<file path="src/rtl/precision_operand_stager_if.sv">
// Operand-stager bus: FP8 sample stream in, butterfly operand pairs out.
interface precision_operand_stager_if;
  logic        in_valid;
  logic        in_ready;
  logic [15:0] in_data;
  logic        in_last;
  logic        cfg_fp4;
  logic        out_valid;
  logic        out_ready;
  logic [15:0] out_a;
  logic [15:0] out_b;
  logic        out_fp4;
  logic        out_last;

  modport slave (
    input  in_valid, in_data, in_last, cfg_fp4, out_ready,
    output in_ready, out_valid, out_a, out_b, out_fp4, out_last
  );

  modport master (
    output in_valid, in_data, in_last, cfg_fp4, out_ready,
    input  in_ready, out_valid, out_a, out_b, out_fp4, out_last
  );
endinterface

</file>
<file path="src/rtl/precision_operand_stager.sv">
// FP8 sample stager: optional FP8->FP4 conversion, A/B pairing, 2-entry pair FIFO.
// Optional macro PREC_EVENT_CNT_EN enables the saturation/underflow event counters.
module precision_operand_stager #(
  parameter int CNT_W = 16
) (
  input  logic                      clk,
  input  logic                      rst,
  precision_operand_stager_if.slave bus,
  output logic [CNT_W-1:0]          sat_cnt,
  output logic [CNT_W-1:0]          uflow_cnt
);

  localparam logic [0:0] ST_IDLE   = 1'b0;
  localparam logic [0:0] ST_HOLD_A = 1'b1;

  // Round-to-FP4 with flush below e8=6 and clamp above e8=9.
  function automatic logic [3:0] fp8_to_fp4(input logic [7:0] x);
    logic [3:0] e_adj;
    logic [3:0] r;
    e_adj = x[6:3] - 4'd6;
    if (x[6:3] < 4'd6) begin
      r = {x[7], 3'b000};
    end else if (x[6:3] > 4'd9) begin
      r = {x[7], 3'b111};
    end else begin
      r = {x[7], e_adj[1:0], x[2] | (x[1] & x[0])};
    end
    return r;
  endfunction

  logic [0:0]  state_q, state_d;
  logic [15:0] a_q, a_d;
  logic        frame_fp4_q, frame_fp4_d;
  logic        sof_q, sof_d;

  logic [15:0] mem_a_q [2];
  logic [15:0] mem_b_q [2];
  logic        mem_fp4_q [2];
  logic        mem_last_q [2];
  logic        wr_ptr_q, rd_ptr_q;
  logic [1:0]  count_q, count_d;

  logic        in_ready_s;
  logic        accept_s;
  logic        pop_s;
  logic        eff_fp4_s;
  logic [15:0] conv_s;
  logic        push_s;
  logic [15:0] push_a_s;
  logic [15:0] push_b_s;
  logic        push_last_s;

  assign in_ready_s = (count_q != 2'd2);
  assign accept_s   = bus.in_valid && in_ready_s;
  assign pop_s      = (count_q != 2'd0) && bus.out_ready;
  // The first sample of a frame uses the live cfg_fp4; later samples use the latched tag.
  assign eff_fp4_s  = sof_q ? bus.cfg_fp4 : frame_fp4_q;
  assign conv_s     = eff_fp4_s ? {8'h00, fp8_to_fp4(bus.in_data[15:8]), fp8_to_fp4(bus.in_data[7:0])}
                                : bus.in_data;

  // Pairing FSM next state and FIFO push request.
  always_comb begin
    state_d     = state_q;
    a_d         = a_q;
    frame_fp4_d = frame_fp4_q;
    sof_d       = sof_q;
    push_s      = 1'b0;
    push_a_s    = conv_s;
    push_b_s    = 16'h0000;
    push_last_s = bus.in_last;
    if (accept_s) begin
      sof_d = bus.in_last;
      if (sof_q) begin
        frame_fp4_d = bus.cfg_fp4;
      end else begin
        frame_fp4_d = frame_fp4_q;
      end
      case (state_q)
        ST_IDLE: begin
          a_d = conv_s;
          if (bus.in_last) begin
            push_s  = 1'b1;
            state_d = ST_IDLE;
          end else begin
            state_d = ST_HOLD_A;
          end
        end
        ST_HOLD_A: begin
          push_s   = 1'b1;
          push_a_s = a_q;
          push_b_s = conv_s;
          state_d  = ST_IDLE;
        end
        default: begin
          state_d = ST_IDLE;
        end
      endcase
    end else begin
      state_d = state_q;
    end
  end

  // FIFO occupancy next state.
  always_comb begin
    case ({push_s, pop_s})
      2'b10:   count_d = count_q + 2'd1;
      2'b01:   count_d = count_q - 2'd1;
      default: count_d = count_q;
    endcase
  end

  // Pairing state registers.
  always_ff @(posedge clk) begin
    if (rst) begin
      state_q     <= ST_IDLE;
      a_q         <= 16'h0000;
      frame_fp4_q <= 1'b0;
      sof_q       <= 1'b1;
    end else begin
      state_q     <= state_d;
      a_q         <= a_d;
      frame_fp4_q <= frame_fp4_d;
      sof_q       <= sof_d;
    end
  end

  // FIFO storage and pointers; entries are cleared so the idle head reads zero.
  always_ff @(posedge clk) begin
    if (rst) begin
      for (int i = 0; i < 2; i++) begin
        mem_a_q[i]    <= 16'h0000;
        mem_b_q[i]    <= 16'h0000;
        mem_fp4_q[i]  <= 1'b0;
        mem_last_q[i] <= 1'b0;
      end
      wr_ptr_q <= 1'b0;
      rd_ptr_q <= 1'b0;
      count_q  <= 2'd0;
    end else begin
      if (push_s) begin
        mem_a_q[wr_ptr_q]    <= push_a_s;
        mem_b_q[wr_ptr_q]    <= push_b_s;
        mem_fp4_q[wr_ptr_q]  <= eff_fp4_s;
        mem_last_q[wr_ptr_q] <= push_last_s;
        wr_ptr_q             <= ~wr_ptr_q;
      end
      if (pop_s) begin
        rd_ptr_q <= ~rd_ptr_q;
      end
      count_q <= count_d;
    end
  end

  assign bus.in_ready  = in_ready_s;
  assign bus.out_valid = (count_q != 2'd0);
  assign bus.out_a     = mem_a_q[rd_ptr_q];
  assign bus.out_b     = mem_b_q[rd_ptr_q];
  assign bus.out_fp4   = mem_fp4_q[rd_ptr_q];
  assign bus.out_last  = mem_last_q[rd_ptr_q];

`ifdef PREC_EVENT_CNT_EN
  function automatic logic is_sat(input logic [7:0] x);
    return (x[6:3] > 4'd9);
  endfunction

  function automatic logic is_uflow(input logic [7:0] x);
    return (x[6:3] < 4'd6) && (x[6:0] != 7'd0);
  endfunction

  function automatic logic [CNT_W-1:0] sat_add(input logic [CNT_W-1:0] c, input logic [1:0] inc);
    logic [CNT_W:0] s;
    s = {1'b0, c} + {{(CNT_W-1){1'b0}}, inc};
    return s[CNT_W] ? {CNT_W{1'b1}} : s[CNT_W-1:0];
  endfunction

  logic [CNT_W-1:0] sat_q, sat_d, uflow_q, uflow_d;
  logic [1:0]       sat_inc_s, uflow_inc_s;

  // Per-sample event increments, real and imag counted independently.
  always_comb begin
    sat_inc_s   = 2'd0;
    uflow_inc_s = 2'd0;
    if (accept_s && eff_fp4_s) begin
      sat_inc_s   = {1'b0, is_sat(bus.in_data[15:8])}   + {1'b0, is_sat(bus.in_data[7:0])};
      uflow_inc_s = {1'b0, is_uflow(bus.in_data[15:8])} + {1'b0, is_uflow(bus.in_data[7:0])};
    end else begin
      sat_inc_s   = 2'd0;
      uflow_inc_s = 2'd0;
    end
    sat_d   = sat_add(sat_q, sat_inc_s);
    uflow_d = sat_add(uflow_q, uflow_inc_s);
  end

  // Event counter registers.
  always_ff @(posedge clk) begin
    if (rst) begin
      sat_q   <= {CNT_W{1'b0}};
      uflow_q <= {CNT_W{1'b0}};
    end else begin
      sat_q   <= sat_d;
      uflow_q <= uflow_d;
    end
  end

  assign sat_cnt   = sat_q;
  assign uflow_cnt = uflow_q;
`else
  assign sat_cnt   = {CNT_W{1'b0}};
  assign uflow_cnt = {CNT_W{1'b0}};
`endif

endmodule

</file>
<file path="src/flat_wrapper.sv">
// flat-port wrapper written by rule: the top's interface ports become plain ports
module precision_operand_stager_flat 
#(
  parameter int CNT_W = 16
)
  (clk, rst, sat_cnt, uflow_cnt, bus_in_valid, bus_in_data, bus_in_last, bus_cfg_fp4, bus_out_ready, bus_in_ready, bus_out_valid, bus_out_a, bus_out_b, bus_out_fp4, bus_out_last);
  precision_operand_stager_if bus_i ();
  input  logic clk;
  input  logic rst;
  output logic [CNT_W-1:0] sat_cnt;
  output logic [CNT_W-1:0] uflow_cnt;
  input wire logic [$bits(bus_i.in_valid)-1:0] bus_in_valid;
  input wire logic [$bits(bus_i.in_data)-1:0] bus_in_data;
  input wire logic [$bits(bus_i.in_last)-1:0] bus_in_last;
  input wire logic [$bits(bus_i.cfg_fp4)-1:0] bus_cfg_fp4;
  input wire logic [$bits(bus_i.out_ready)-1:0] bus_out_ready;
  output wire logic [$bits(bus_i.in_ready)-1:0] bus_in_ready;
  output wire logic [$bits(bus_i.out_valid)-1:0] bus_out_valid;
  output wire logic [$bits(bus_i.out_a)-1:0] bus_out_a;
  output wire logic [$bits(bus_i.out_b)-1:0] bus_out_b;
  output wire logic [$bits(bus_i.out_fp4)-1:0] bus_out_fp4;
  output wire logic [$bits(bus_i.out_last)-1:0] bus_out_last;
  assign bus_i.in_valid = bus_in_valid;
  assign bus_i.in_data = bus_in_data;
  assign bus_i.in_last = bus_in_last;
  assign bus_i.cfg_fp4 = bus_cfg_fp4;
  assign bus_i.out_ready = bus_out_ready;
  assign bus_in_ready = bus_i.in_ready;
  assign bus_out_valid = bus_i.out_valid;
  assign bus_out_a = bus_i.out_a;
  assign bus_out_b = bus_i.out_b;
  assign bus_out_fp4 = bus_i.out_fp4;
  assign bus_out_last = bus_i.out_last;
  precision_operand_stager #(.CNT_W(CNT_W)) u_core (.clk(clk), .rst(rst), .bus(bus_i), .sat_cnt(sat_cnt), .uflow_cnt(uflow_cnt));
endmodule
</file>
<file path="config.mk">
export PLATFORM = sky130hd
export DESIGN_NAME = precision_operand_stager_flat
export DESIGN_NICKNAME = d
export VERILOG_FILES = /design/src/rtl/precision_operand_stager_if.sv /design/src/rtl/precision_operand_stager.sv /design/src/flat_wrapper.sv
export SDC_FILE = /design/constraint.sdc
export NUM_CORES = 1
export LEC_CHECK = 0
export ABC_CLOCK_PERIOD_IN_PS = 3270
export CORE_ASPECT_RATIO = 0.6
export CORE_UTILIZATION = 52
export DETAILED_ROUTE_END_ITERATION = 16
export GPL_TIMING_DRIVEN = 0
export PLACE_DENSITY = 0.81
export SLEW_MARGIN = 10
export SYNTH_ARGS = -nofsm -noshare
export SYNTH_HDL_FRONTEND = slang
export SYNTH_SLANG_ARGS = --single-unit
</file>
<file path="constraint.sdc">
create_clock -name clk -period 3.27 [get_ports clk]
set_input_delay 0.654 -clock clk [delete_from_list [all_inputs] [get_ports clk]]
set_output_delay 0.654 -clock clk [all_outputs]
set_load 0.05 [all_outputs]
</file>
==> summary.md, run 1 <==
| Metric | Value |
|---|---|
| Chip Width | 121 um |
| Num Clock Sinks | 92 |
| Hold path depth | 2 |
| Crit path max fanout | 10 |
| GR Layer Usage met1 | 0.320 |
| Crit path buf inv count | 3 |
| Setup crit end kind | output port |
| Detailed placement HPWL | 6970 um |
| Total number of vias | 3149 |
| Vias in the first global route | 2944 |
| Root Driver | clkbuf_16 |
| Met2 usage | 0.369 |
| RSZ-0062 raised after global routing | false |
| Maximum vdd drop | roughly 0.43 mV |
| Leakage power | about 0.0022 uW |
| Hold Crit Class | flop to flop |
| DR iter-0 viols | 298 |
| Row count | 25 |
| Total CTS buffers | 9 |
| Slew @ Worst Pin | 0.607 ns |
| Clk slew on worst S/H paths | 0.07 ns |
| Final nets | between 500 and 600 |
| Hold endpoint | u_core.a_q[13]$_SDFFE_PP0P_ |
| Setup CP Type | flop to output port |
| Global-route wire length before repair | 15200 um |
| Endpoints failing setup | 0 |
| Fillers | 594 |
| Die footprint | between 0.008 and 0.009 mm2 |
| Setup_tns | 0 ns |
| Io pins | 90 |
| Via/cell ratio | 5.27 |
| Syn-to-layout area delta | 26.6% |
| Startpoint types | flop |
| Gpl congestion | 0.884 |
| Clk_lat worst skew | between 0.3 and 0.4 ns |
| Port buffer count | 57 |
| Worst Path Required | 2.62 ns |
| Yosys Warn Count | 0 |
| # hold bufs at CTS | 0 |
| Hold Violations, Final | 0 |
| Tcrit/Tclk final | 0.976 |
| Cell taking the most area after synthesis | edfxtp_1 |
| Reg2reg setup slack | 1.00 ns |
| Unique masters post-synth | 38 |
| Largest net degree at the start of global routing | 24 |
| Worst R2R Start | u_core.sof_q$_SDFFE_PP1P_ |
| Initial antenna violation count | 0 |
| H-tree depth | 3 |
| DRT Pass-1 Iters | 5 |
| Area of the multi-input gates | roughly 0.0016 mm2 |
| Final slew viol count | 0 |
| Clock tree buffer depth | 2 |
| # DRC | 0 |
| Core region area | 0.00807 mm2 |
| Grt peak-use layer | met2 |
| Worst path cell trace | clkbuf_1 > clkbuf_2 > mux2_2 > clkdlybuf4s50_1 |
| WP data arrival | approximately 2.5 ns |
| Most common flop cell mapped by yosys | edfxtp_1 |
| Reg2reg end | u_core.mem_a_q[1][3]$_SDFFCE_PN0P_ |
| Fmax | 313 MHz |
| Synth async-reset ratio | 0 |
| Congestion Overflow GR | 0 |
| Syn_area_per_cell | 11.5 um2 |
| Min Hold Slack | ~0.46 ns |
| Yosys top cell area share | 0.461 |
| Sequential-to-total area share from yosys stat | 0.569 |
| Antenna cells | 0 |
| Worst path slowest cell | clkdlybuf4s50_1 |
| Proportion of layout cells with a drive suffix above 1 | 0.261 |
| Top-count cell post-synth | nor2_1 |
| Die Ht | 73.5 um |
| Pwr dens | 714 mW/mm2 |
| EDFF count, synth | 68 |
| Max_slew headroom | 0.584 |
| Synth Register Bits | 92 |
| ANT nets after route | 0 |
| Period minus WS final | around 3.2 ns |
| Starting Density | 0.549 |
| Mapped Area | 0.00443 mm2 |
| Top post-synthesis cells by count | nor2_1 (69), edfxtp_1 (68), mux2_2 (45), buf_4 (32), dfxtp_1 (24) |
| Met3 usage | 0.0683 |
| TritonCTS clock tree | built |
| Routed length per placed instance | 16.5 um |
| FF-to-FF path depth | 5 |
| Max Cap Violations | 0 |
| Reg area | 0.00252 mm2 |
| Worst Skew | 0.00952 ns |
| Mapped Cells | 384 |
| GRT Resource Usage Total | 0.235 |
| Delay-heaviest family, CP | buffers and inverters |
| Hold_sp | u_core.a_q[13]$_SDFFE_PP0P_ |
| Area contributors post-synth | edfxtp_1 (46%), mux2_2 (11%), dfxtp_1 (11%), nor2_1 (5.8%), buf_4 (5.4%) |
| CP peak stage delay | approximately 0.7 ns |
| Final wirelength | 9860 um |
| Status | finished, final reports clean |
-- tightest hold or removal path: cells and delay by family, from the launching register on --
kind	cells	cell delay [ns]
flip-flops	1	0.31
AND/OR/NAND/NOR	1	0.05
AO/OA/AOI/OAI	1	0.05
-- cell families after synthesis --
| logic type | after synthesis | synth area share |
|---|---|---|
| and+or+nand+nor | 123 | 0.126 |
| DFF | 92 | 0.569 |
| buffers and inverters | 68 | 0.0943 |
| muxes | 51 | 0.128 |
| AOI/OAI and AO/OA | 44 | 0.0711 |
| xor gates and xnor gates | 4 | 0.00791 |
| adders and majority gates | 1 | 0.00282 |
| other | 1 | 0.000846 |
-- state kept, by name, summed over array words and instances (netlist names), 2 cells and up, named ones only --
signal and cells:
u_core.mem_last_q 2, u_core.mem_a_q 32, u_core.count_q 2, u_core.mem_b_q 32, u_core.a_q 16, u_core.mem_fp4_q 2
-- power breakdown --
| part | leakage [uW] | internal (uW) | switching (uW) |
|---|---|---|---|
| clock network | 0.000137 | 528 | 459 |
| registers | 0.000912 | 1400 | 54.3 |
| logic | 0.00115 | 558 | 1010 |
-- timing repair --
action / in CTS / in global routing
buffers inserted: 0 / 0
hold endpoints to repair: 0 / 0
gates resized for setup: 3 / 0
endpoints found under the setup margin: 30 / 0
-- cells in the final DEF (no fill, tap or decap), types with 2 or more instances in the layout --
| cell type | netlist | layout |
|---|---|---|
| a211oi_1 | 17 | 17 |
| a211oi_2 | 2 | 2 |
| a21o_1 | 2 | 2 |
| a21oi_1 | 13 | 13 |
| a2bb2oi_1 | 2 | 2 |
| and2_1 | 3 | 3 |
| buf_16 | 0 | 2 |
| buf_2 | 10 | 12 |
| buf_4 | 32 | 32 |
| buf_6 | 4 | 4 |
| clkbuf_1 | 7 | 6 |
| clkbuf_16 | 0 | 9 |
| clkdlybuf4s50_1 | 0 | 57 |
| clkinv_4 | 0 | 2 |
| conb_1 | 1 | 32 |
| dfxtp_1 | 24 | 24 |
| edfxtp_1 | 68 | 68 |
| inv_1 | 13 | 13 |
| inv_8 | 0 | 2 |
| mux2_2 | 45 | 45 |
| mux2i_1 | 6 | 6 |
| nand2_1 | 17 | 17 |
| nand2b_1 | 5 | 4 |
| nand3_1 | 9 | 9 |
| nor2_1 | 69 | 69 |
| nor2_2 | 10 | 10 |
| o21ai_0 | 4 | 4 |
| or3_1 | 3 | 3 |
| xnor2_1 | 2 | 2 |
| xor2_1 | 2 | 2 |
-- through the flow --
stage	cell area, um2	total power, uW	setup slack [ns]	std cells	util
2_1_floorplan	4550	2580	0.414	415	-
6_report	5610	4000	0.0770	598	0.695
4_1_cts	5610	4010	0.0653	598	0.695
3_3_place_gp	5250	2980	-1.18	580	0.651
3_5_place_dp	5320	3030	0.181	582	0.660
5_1_grt	5610	4140	0.000639	598	0.695
-- layout make-up --
cell class                 instances  share of cell area
buffer                            55              0.0664
clock buffer                       9              0.0401
clock inverter                     7              0.0107
inverter                          13             0.00870
multi-input combinational        255               0.289
sequential                        92               0.449
tap                              108              0.0241
timing repair buffer              59               0.111
-- layer usage --
metal / up-vias / wire length (um)
li1: 1480 / -
met1: 1521 / 4410
met2: 136 / 4470
met3: 12 / 866
met4: 0 / 115
met5: - / 0
-- worst max-delay path by stage --
stage	from	endpoint	cells after the start
floorplan	u_core.count_q[0]$_SDFFE_PP0P_	u_core.mem_a_q[0][0]$_SDFFCE_PN0P_	4
global placement	bus_in_valid	u_core.mem_b_q[0][9]$_SDFFCE_PN0P_	3
detailed placement	flop	bus_out_a[12]	4
CTS	flop	bus_out_a[15]	4
global route	flop	bus_out_a[7]	4
finish	flop	bus_out_last	4
(Power assumes the default switching activity.)
==> run 2, diff against run 1 <==
Settings changed: ABC_CLOCK_PERIOD_IN_PS 3270 to 3960, CORE_UTILIZATION 52 to 55, DONT_BUFFER_PORTS set to 1, PLACE_DENSITY 0.81 to 0.7.
Clock period 3.27 ns to 3.96 ns, I/O delays scaled along.
==> summary.md, run 2 (same netlist as run 1, synthesis figures left out) <==
| Metric | Value |
|---|---|
| Status | finished, final reports clean |
| Commonest non-fill, non-tap cell in the layout | nor2_1 |
| Part of the power in combinational logic | 0.342 |
| Setup CP Type | flop to output port |
| Num Clock Sinks | around 90 |
| Startpoint types | flop |
| Cell internal pwr | 1920 uW |
| Sw power | 1190 uW |
| Port buffer count | 0 |
| Routed length per placed instance | 17.6 um |
| # hold bufs at CTS | 0 |
| Final wirelength | 9470 um |
| Worst setup margin | 0.878 ns |
| TritonCTS clock tree | built |
| Global-route wire length before repair | 14500 um |
| Setup crit end kind | output port |
| Period minus WS final | 3.08 ns |
| Post-Place Worst Slack | 1.25 ns |
| Biggest regs | u_core.mem_a_q x32, u_core.mem_b_q x32, u_core.a_q x16 |
| Proportion of layout cells with a drive suffix above 1 | 0.289 |
| Final nets | about 450 |
| Switching Fraction | 0.382 |
| Clock tree buffer depth | 2 |
| Maximum vdd drop | 0.464 mV |
| Setup bufs post-CTS | 0 |
| Slew @ Worst Pin | approximately 0.79 ns |
| Vias in the first global route | ~2600 |
| ANT nets after route | 0 |
| Detailed placement HPWL | 6650 um |
| # DRC | 0 |
| DR iter-0 viols | 231 |
| WP data arrival | between 2 and 2.5 ns |
| Worst Skew | 0.00600 ns |
| Congestion Overflow GR | 0 |
| Io pins | 90 |
| Max_slew headroom | 0.476 |
| Chip Width | approximately 120 um |
| DRT Pass-1 Iters | 6 |
| Die Ht | 71.5 um |
| GRT Resource Usage Total | 0.237 |
| Antenna cells | 0 |
| Via/cell ratio | 5.29 |
| Syn-to-layout area delta | 13.6% |
| Initial antenna violation count | 0 |
| H-tree depth | 3 |
| Root Driver | clkbuf_16 |
| Starting Density | 0.588 |
| Endpoints failing setup | 0 |
| RSZ-0062 raised after global routing | false |
| Clk slew on worst S/H paths | roughly 0.06 ns |
| Row count | 24 |
| Sequential group share of total power | 0.386 |
| Clock power share | 0.272 |
| Total CTS buffers | 9 |
| Pwr dens | 618 mW/mm2 |
| Fmax | 324 MHz |
| Die footprint | approximately 0.0084 mm2 |
| Largest net degree at the start of global routing | 28 |
| Max Cap Violations | 0 |
| Total number of vias | 2842 |
| Crit path max fanout | 10 |
| Hold Violations, Final | 0 |
| Final slew viol count | 0 |
| Core region area | 0.00754 mm2 |
| PostCTS Resize Cnt | 0 |
| Clk_lat worst skew | 0.35 ns |
| Hold Crit Class | flop to flop |
| Gpl congestion | approximately 0.83 |
| Tcrit/Tclk final | 0.778 |
| Leakage power | 0.00197 uW |
| Worst Path Required | around 3.2 ns |
| Setup_tns | 0 ns |
| Most frequent cells in the layout | nor2_1 (69), edfxtp_1 (68), mux2_2 (45) |
[run 2: path summary, 6_finish.rpt]
path / startpoint / to / slack (ns) / cells after the start
max: flop / bus_out_b[4] / 0.88 / 3
min: u_core.a_q[12]$_SDFFE_PP0P_ / u_core.a_q[12]$_SDFFE_PP0P_ / 0.46 / 2
max reg2reg: u_core.sof_q$_SDFFE_PP1P_ / u_core.mem_a_q[1][6]$_SDFFCE_PN0P_ / 1.81 / 5
min reg2reg: u_core.a_q[12]$_SDFFE_PP0P_ / u_core.a_q[12]$_SDFFE_PP0P_ / 0.46 / 2
[run 2: metrics by stage]
| stage | hold WS, ns | power, uW | area, um2 | instances | util |
|---|---|---|---|---|---|
| 4_1_cts | 0.463 | 3120 | 5030 | 537 | 0.668 |
| 6_report | 0.464 | 3110 | 5030 | 537 | 0.668 |
| 3_3_place_gp | 0.443 | 2250 | 4680 | 519 | 0.621 |
| 3_5_place_dp | 0.453 | 2280 | 4740 | 521 | 0.629 |
| 5_1_grt | 0.482 | 3220 | 5030 | 537 | 0.668 |
| 2_1_floorplan | 0.436 | 2130 | 4550 | 415 | - |
[run 2: metal layers]
| layer | up-vias | routed length [um] | GRT usage |
|---|---|---|---|
| met3 | 10 | 727 | 0.0812 |
| met5 | - | 0 | 0 |
| li1 | 1362 | - | - |
| met4 | 0 | 102 | 0.0798 |
| met1 | 1359 | 4440 | 0.327 |
| met2 | 111 | 4190 | 0.352 |
[run 2: layout make-up]
class / count / area, um2
plain buffers: 55 / 369
clock buffers: 10 / 229
clock inverters: 6 / 63.8
fillers: 584 / 2500
inverters: 13 / 48.8
multi-input cells: 255 / 1620
flip-flops and latches: 92 / 2520
well taps: 104 / 130
repair buffers: 2 / 47.5
[run 2: power by group through the flow]
stage / logic (uW) / registers [uW] / clock network [uW]
5_1_grt: 1120 / 1210 / 891
3_5_place_dp: 1060 / 1220 / 0
6_report: 1060 / 1200 / 846
4_1_cts: 1070 / 1200 / 858
2_1_floorplan: 916 / 1210 / 0
3_3_place_gp: 1030 / 1220 / 0
[run 2: worst max-delay path, cell delays in order, from the launching register on]
cell,delay (ns)
dfxtp_1,0.31
clkbuf_1,0.43
clkbuf_1,0.66
mux2_2,0.55
